$ cat config.mk
export PLATFORM = sky130hd
export DESIGN_NAME = prog_loader_flat
export DESIGN_NICKNAME = d
export VERILOG_FILES = /design/src/rtl/prog_loader_pkg.sv /design/src/rtl/prog_loader_if.sv /design/src/rtl/prog_loader_run_watchdog.sv /design/src/rtl/prog_loader.sv /design/src/flat_wrapper.sv
export SDC_FILE = /design/constraint.sdc
export NUM_CORES = 1
export LEC_CHECK = 0
export BUFFER_PORTS_ARGS = -buffer_cell sky130_fd_sc_hd__buf_2
export CAP_MARGIN = 20
export CORE_MARGIN = 2
export CORE_UTILIZATION = 53
export CTS_CLUSTER_DIAMETER = 40
export DETAILED_ROUTE_END_ITERATION = 8
export GPL_TIMING_DRIVEN = 0
export PLACE_DENSITY = 0.87
export SETUP_SLACK_MARGIN = 0.5
export SYNTH_ARGS = -nofsm -noshare
export SYNTH_HDL_FRONTEND = slang
export SYNTH_SLANG_ARGS = --single-unit
$ cat constraint.sdc
create_clock -name clk -period 6.8 [get_ports clk]
set_input_delay 1.02 -clock clk [delete_from_list [all_inputs] [get_ports clk]]
set_output_delay 1.02 -clock clk [all_outputs]
set_load 0.03 [all_outputs]
$ cat src/rtl/prog_loader_pkg.sv
// Shared types and constants for the program loader / run controller.
package loader_pkg;

  typedef enum logic [2:0] {
    ST_IDLE,
    ST_LOAD,
    ST_RELEASE,
    ST_RUN,
    ST_HALTED,
    ST_TIMEOUT
  } loader_state_t;

  // jal x0,0 : the core parks on itself when the program is finished
  localparam logic [31:0] HALT_JAL_SELF = 32'h0000006f;

endpackage

$ cat src/rtl/prog_loader_if.sv
// Program stream handshake plus the instruction-memory write port it drives.
interface prog_loader_if #(
  parameter int DATA_W = 32,
  parameter int ADDR_W = 10
);
  logic              s_valid;
  logic [DATA_W-1:0] s_data;
  logic              s_ready;
  logic              imem_we;
  logic [ADDR_W-1:0] imem_addr;
  logic [DATA_W-1:0] imem_wdata;

  modport master (
    output s_valid, s_data,
    input  s_ready, imem_we, imem_addr, imem_wdata
  );

  modport slave (
    input  s_valid, s_data,
    output s_ready, imem_we, imem_addr, imem_wdata
  );
endinterface

$ cat src/rtl/prog_loader_run_watchdog.sv
// Run-cycle counter with clear, enable, freeze and a terminal-count flag.
module run_watchdog #(
  parameter int MAX_CYCLES = 1024
) (
  input  logic        clk,
  input  logic        rst_n,
  input  logic        clr,
  input  logic        en,
  input  logic        freeze,
  output logic [31:0] count,
  output logic        tc
);
  localparam logic [31:0] LAST = 32'(MAX_CYCLES - 1);
  localparam logic [31:0] ONE  = 32'd1;

  logic [31:0] count_reg;

  always_ff @(posedge clk or negedge rst_n) begin
    if (!rst_n) begin
      count_reg <= '0;
    end else if (clr) begin
      count_reg <= '0;
    end else if (en && !freeze) begin
      count_reg <= count_reg + ONE;
    end
  end

  assign count = count_reg;
  assign tc    = (count_reg == LAST);
endmodule

$ cat src/rtl/prog_loader.sv
// Streams a program image into instruction memory, then releases the core and
// supervises its run until a halt instruction or a watchdog timeout.
module prog_loader
  import loader_pkg::*;
#(
  parameter int                 DATA_W     = 32,
  parameter int                 ADDR_W     = 10,
  parameter int                 MAX_CYCLES = 1024,
  parameter logic [DATA_W-1:0]  HALT_INSN  = DATA_W'(HALT_JAL_SELF)
) (
  input  logic              clk,
  input  logic              reset,
  input  logic              load_start,
  input  logic [ADDR_W:0]   load_len,
  prog_loader_if.slave      bus,
  input  logic [DATA_W-1:0] instr,
  output logic              core_reset,
  output logic              busy,
  output logic              done,
  output logic              timeout,
  output logic [31:0]       cycle_count
);
  localparam int unsigned     DEPTH_I = 1 << ADDR_W;
  localparam logic [ADDR_W:0] DEPTH   = DEPTH_I[ADDR_W:0];
  localparam logic [ADDR_W:0] LEN_ONE = 1;
  localparam logic [ADDR_W-1:0] CNT_ONE = 1;

  loader_state_t     state_reg, state_next;
  logic [ADDR_W-1:0] cnt_reg;
  logic [ADDR_W:0]   len_reg;
  logic [ADDR_W:0]   len_clamped;
  logic              start_ok, accept, last_word, halt_seen;
  logic              wd_clr, wd_en, wd_freeze, wd_tc;
  logic              core_reset_reg, core_reset_next;
  logic              busy_reg, busy_next;
  logic              done_reg, done_next;
  logic              timeout_reg, timeout_next;

  assign len_clamped = (load_len > DEPTH) ? DEPTH : load_len;
  assign start_ok    = load_start && ((state_reg == ST_IDLE) ||
                                      (state_reg == ST_HALTED) ||
                                      (state_reg == ST_TIMEOUT));
  assign accept      = (state_reg == ST_LOAD) && bus.s_valid;
  assign last_word   = accept && ({1'b0, cnt_reg} == (len_reg - LEN_ONE));
  assign halt_seen   = (instr == HALT_INSN);

  // State register together with the load counter and registered outputs
  always_ff @(posedge clk or negedge reset) begin
    if (!reset) begin
      state_reg      <= ST_IDLE;
      cnt_reg        <= '0;
      len_reg        <= '0;
      core_reset_reg <= 1'b1;
      busy_reg       <= 1'b0;
      done_reg       <= 1'b0;
      timeout_reg    <= 1'b0;
    end else begin
      state_reg      <= state_next;
      core_reset_reg <= core_reset_next;
      busy_reg       <= busy_next;
      done_reg       <= done_next;
      timeout_reg    <= timeout_next;
      if (start_ok) begin
        cnt_reg <= '0;
        len_reg <= len_clamped;
      end else if (accept) begin
        cnt_reg <= cnt_reg + CNT_ONE;
      end
    end
  end

  always_comb begin
    state_next = state_reg;
    case (state_reg)
      ST_IDLE, ST_HALTED, ST_TIMEOUT: begin
        if (load_start) begin
          state_next = (load_len == '0) ? ST_RELEASE : ST_LOAD;
        end
      end
      ST_LOAD: begin
        if (last_word) begin
          state_next = ST_RELEASE;
        end
      end
      ST_RELEASE: state_next = ST_RUN;
      ST_RUN: begin
        // a halt on the watchdog's last cycle still counts as a clean finish
        if (halt_seen) begin
          state_next = ST_HALTED;
        end else if (wd_tc) begin
          state_next = ST_TIMEOUT;
        end
      end
      default: state_next = ST_IDLE;
    endcase
  end

  always_comb begin
    bus.s_ready    = (state_reg == ST_LOAD);
    bus.imem_we    = accept;
    bus.imem_addr  = accept ? cnt_reg : '0;
    bus.imem_wdata = accept ? bus.s_data : '0;

    core_reset_next = !((state_next == ST_RUN) || (state_next == ST_HALTED));
    busy_next       = (state_next == ST_LOAD) || (state_next == ST_RELEASE) ||
                      (state_next == ST_RUN);

    done_next    = done_reg;
    timeout_next = timeout_reg;
    if (state_next == ST_RELEASE) begin
      done_next    = 1'b0;
      timeout_next = 1'b0;
    end else if (state_next == ST_HALTED) begin
      done_next = 1'b1;
    end else if (state_next == ST_TIMEOUT) begin
      timeout_next = 1'b1;
    end

    // the timeout edge must not advance the count past MAX_CYCLES-1
    wd_clr    = (state_next == ST_RELEASE);
    wd_en     = (state_reg == ST_RUN);
    wd_freeze = (state_next == ST_TIMEOUT);
  end

  run_watchdog #(
    .MAX_CYCLES(MAX_CYCLES)
  ) u_watchdog (
    .clk   (clk),
    .rst_n (reset),
    .clr   (wd_clr),
    .en    (wd_en),
    .freeze(wd_freeze),
    .count (cycle_count),
    .tc    (wd_tc)
  );

  assign core_reset = core_reset_reg;
  assign busy       = busy_reg;
  assign done       = done_reg;
  assign timeout    = timeout_reg;
endmodule

$ cat src/flat_wrapper.sv
// flat-port wrapper written by rule: the top's interface ports become plain ports
module prog_loader_flat import loader_pkg::*;
#(
  parameter int                 DATA_W     = 32,
  parameter int                 ADDR_W     = 10,
  parameter int                 MAX_CYCLES = 1024,
  parameter logic [DATA_W-1:0]  HALT_INSN  = DATA_W'(HALT_JAL_SELF)
)
  (clk, reset, load_start, load_len, instr, core_reset, busy, done, timeout, cycle_count, bus_s_valid, bus_s_data, bus_s_ready, bus_imem_we, bus_imem_addr, bus_imem_wdata);
  prog_loader_if #(.DATA_W(DATA_W), .ADDR_W(ADDR_W)) bus_i ();
  input  logic clk;
  input  logic reset;
  input  logic load_start;
  input  logic [ADDR_W:0] load_len;
  input  logic [DATA_W-1:0] instr;
  output logic core_reset;
  output logic busy;
  output logic done;
  output logic timeout;
  output logic [31:0] cycle_count;
  input wire logic [$bits(bus_i.s_valid)-1:0] bus_s_valid;
  input wire logic [$bits(bus_i.s_data)-1:0] bus_s_data;
  output wire logic [$bits(bus_i.s_ready)-1:0] bus_s_ready;
  output wire logic [$bits(bus_i.imem_we)-1:0] bus_imem_we;
  output wire logic [$bits(bus_i.imem_addr)-1:0] bus_imem_addr;
  output wire logic [$bits(bus_i.imem_wdata)-1:0] bus_imem_wdata;
  assign bus_i.s_valid = bus_s_valid;
  assign bus_i.s_data = bus_s_data;
  assign bus_s_ready = bus_i.s_ready;
  assign bus_imem_we = bus_i.imem_we;
  assign bus_imem_addr = bus_i.imem_addr;
  assign bus_imem_wdata = bus_i.imem_wdata;
  prog_loader #(.DATA_W(DATA_W), .ADDR_W(ADDR_W), .MAX_CYCLES(MAX_CYCLES), .HALT_INSN(HALT_INSN)) u_core (.clk(clk), .reset(reset), .load_start(load_start), .load_len(load_len), .bus(bus_i), .instr(instr), .core_reset(core_reset), .busy(busy), .done(done), .timeout(timeout), .cycle_count(cycle_count));
endmodule
==> results.sh <==
export IMPL_end_kind="primary output"
export IMPL_fin_worst_skew_ns=0.00613
export IMPL_fin_nets=701
export IMPL_synth_flop_cell="dfrtp_1"
export IMPL_clock_sinks=60
export IMPL_cts_max_path_buffers=2
export IMPL_status="completed"
export IMPL_area_delta_synth_final_pct=28.4
export IMPL_largest_reg_flops=32
export IMPL_power_density_nw_per_um2=422
export IMPL_power_switching_mw=1.06
export IMPL_hold_buffers=0
export IMPL_setup_tns_ns=0
export IMPL_wirelength_mm=10.7
export IMPL_grt_total_usage_pct=26.6
export IMPL_synth_nets=531
export IMPL_grt_overflow_total=0
export IMPL_core_um2=7180
export IMPL_ctsResizeCount=0
export IMPL_drc=0
export IMPL_cts_tree="done"
export IMPL_hold_worst_slack_ns=0.510
export IMPL_drive_gt1_share_pct=31.7
export IMPL_gp_congestion=0.872
export IMPL_rsz0062_at_grt="no"
export IMPL_first_iter_violations=180
export IMPL_grt_max_degree=37
export IMPL_dp_hpwl_mm=8.12
export IMPL_static_leakage_power_nw=2.32
export IMPL_yosysUniqueCellTypes=58
export IMPL_ir_drop_mv=0.257
export IMPL_relSlewSlack_pct=56.8
export IMPL_io_buffer_count=158
export IMPL_place_area_um2=4840
export IMPL_htree_num_levels=3
export IMPL_ys_seq_area_share_pct=38.5
export IMPL_critical_path_class="input pin to primary output"
export IMPL_wl_per_cell_um=14.7
export IMPL_antenna_found_initial=0
export IMPL_syn_inst=449
export IMPL_grt_pass1_wl_mm=17.8
export IMPL_first_pass_iters=4
export IMPL_die_area_um2=8070
export IMPL_syn_area_um2=3900
export IMPL_worst_pin_slew_ns=0.644
export IMPL_io_pins=159
export IMPL_ys_ff_latch=60
export IMPL_comb_power_share_pct=54.2
export IMPL_timing_final_crit_share_pct=54.3
export IMPL_async_flop_share_pct=100
export IMPL_clkPwrFrac_pct=13.7
export IMPL_yosysWarnings=0
export IMPL_setup_viol=0
export IMPL_slew_violations=0
export IMPL_die_y_um=89.8
export IMPL_required_ns=5.78
export IMPL_start_util_pct=54.4
export IMPL_grt_pass1_vias=3862
export IMPL_sw_frac_of_total_pct=50.3
export IMPL_fin_util_pct=69.8
export IMPL_avgSynthCellArea_um2=8.69
export IMPL_startpoint_type="input pin"
export IMPL_synth_edff_count=0
export IMPL_cts_made_buffers=9
export IMPL_viasPerCell=5.56
export IMPL_vias=4017
export IMPL_insertedDiodeCount=0
export IMPL_cp_data_arrival_time_ns=2.67
export IMPL_period_minus_slack_ns=3.69
export IMPL_fmax_mhz=271
export IMPL_regToRegSetupSlack_ns=3.75
export IMPL_cts_setup_buffers=0
export IMPL_fp_row_count=31
export IMPL_finalHoldViolCount=0
export IMPL_path_clk_slew_ns=0.06
export IMPL_hold_path_class="register to register"
export IMPL_root_buffer="clkbuf_8"
export IMPL_intPower_mw=1.05
export IMPL_maxCapViolCount=0
export IMPL_design_area_um2=5010
export IMPL_power_frac_seq_pct=32.1
export IMPL_crit_fanout=10
export IMPL_clock_latency_ns=0.34
export IMPL_ant_nets=0
export IMPL_die_w_um=89.8
-- per-stage QoR --
step / setup slack [ns] / std cells / power [mW]
final: 3.11 / 723 / 2.11
after global routing: 2.92 / 723 / 2.27
after CTS: 3.06 / 723 / 2.11
after detailed placement: 3.06 / 707 / 1.82
after global placement: 3.08 / 706 / 1.78
after floorplan: 3.29 / 449 / 1.48
-- synthesized netlist by cell type, types with 5 or more instances --
cell / count / share of area, %
nand3_1: 20 / 2.6
o31ai_1: 8 / 1.5
and2_1: 44 / 7.1
nor4_1: 10 / 1.6
xor2_1: 9 / 2.0
nand4_1: 8 / 1.3
nand3b_1: 13 / 2.5
xnor2_1: 26 / 5.8
o21ai_0: 10 / 1.3
inv_1: 10 / 0.96
nor2_1: 46 / 4.4
and3_1: 6 / 0.96
clkbuf_1: 15 / 1.4
dfrtp_1: 59 / 38
nand2_1: 47 / 4.5
a2111oi_2: 5 / 1.9
a21oi_1: 24 / 3.1
nor3_1: 6 / 0.77
or3_1: 9 / 1.4
or4_1: 11 / 2.1
-- per-layer routing --
metal  share of wire [%]  GRT usage [%]  wire [µm]
met1                  41           32.1       4390
met2                  51           46.2       5450
met3                 5.9           6.20        626
met4                 1.7           10.5        186
met5                   0              0          0
-- worst paths after layout --
kind	start	to	depth (start not counted)
setup / recovery	bus_s_valid	bus_imem_wdata[15]	6
hold / removal	u_core.done	u_core.done	2
setup reg to reg	u_core.len_reg[0]	u_core.u_watchdog.count[21]	11
hold reg to reg	u_core.done	u_core.done	2
max in group asynchronous	reset	u_core.u_watchdog.count[18]	2
min in group asynchronous	reset	u_core.len_reg[6]	1
-- power groups by stage --
stage	clock, mW	combinational, mW	sequential (mW)
final	0.289	1.14	0.679
after detailed placement	0	1.14	0.679
after CTS	0.291	1.14	0.675
after global placement	0	1.11	0.669
after floorplan	0	0.682	0.802
after global routing	0.313	1.25	0.702
-- critical path: stages --
cell,delay (ns)
buf_2,0.09
nor4bb_1,0.48
clkbuf_1,0.42
clkbuf_1,0.30
and2_1,0.17
buf_2,0.19
-- cell type report --
class | count | area [µm²]
Multi-Input combinational cell | 356 | 2240
Timing Repair Buffer | 159 | 811
Inverter | 10 | 37.5
Sequential cell | 60 | 1500
Buffer | 23 | 119
Tap cell | 99 | 124
Clock buffer | 14 | 163
Clock inverter | 2 | 10.0
Fill cell | 598 | 2170
-- cells in the final DEF, fill, tap and decap left out, drive strengths merged, types with 14 or more instances in the layout --
master / instances
nand2: 47
and2: 44
xnor2: 26
a21oi: 24
dfrtp: 59
o21ai: 14
clkbuf: 29
nand3: 20
nand3b: 14
buf: 167
nor2: 46
-- cells by family after synthesis --
family / Yosys count / share of synthesized area [%]
mux: 2 / 0.513
flops: 60 / 38.5
fa+ha+maj: 3 / 0.962
simple gates: 243 / 34.4
compound gates: 72 / 13.2
buf+inv: 33 / 4.01
xor+xnor: 36 / 8.43
(Power assumes the default switching activity.)
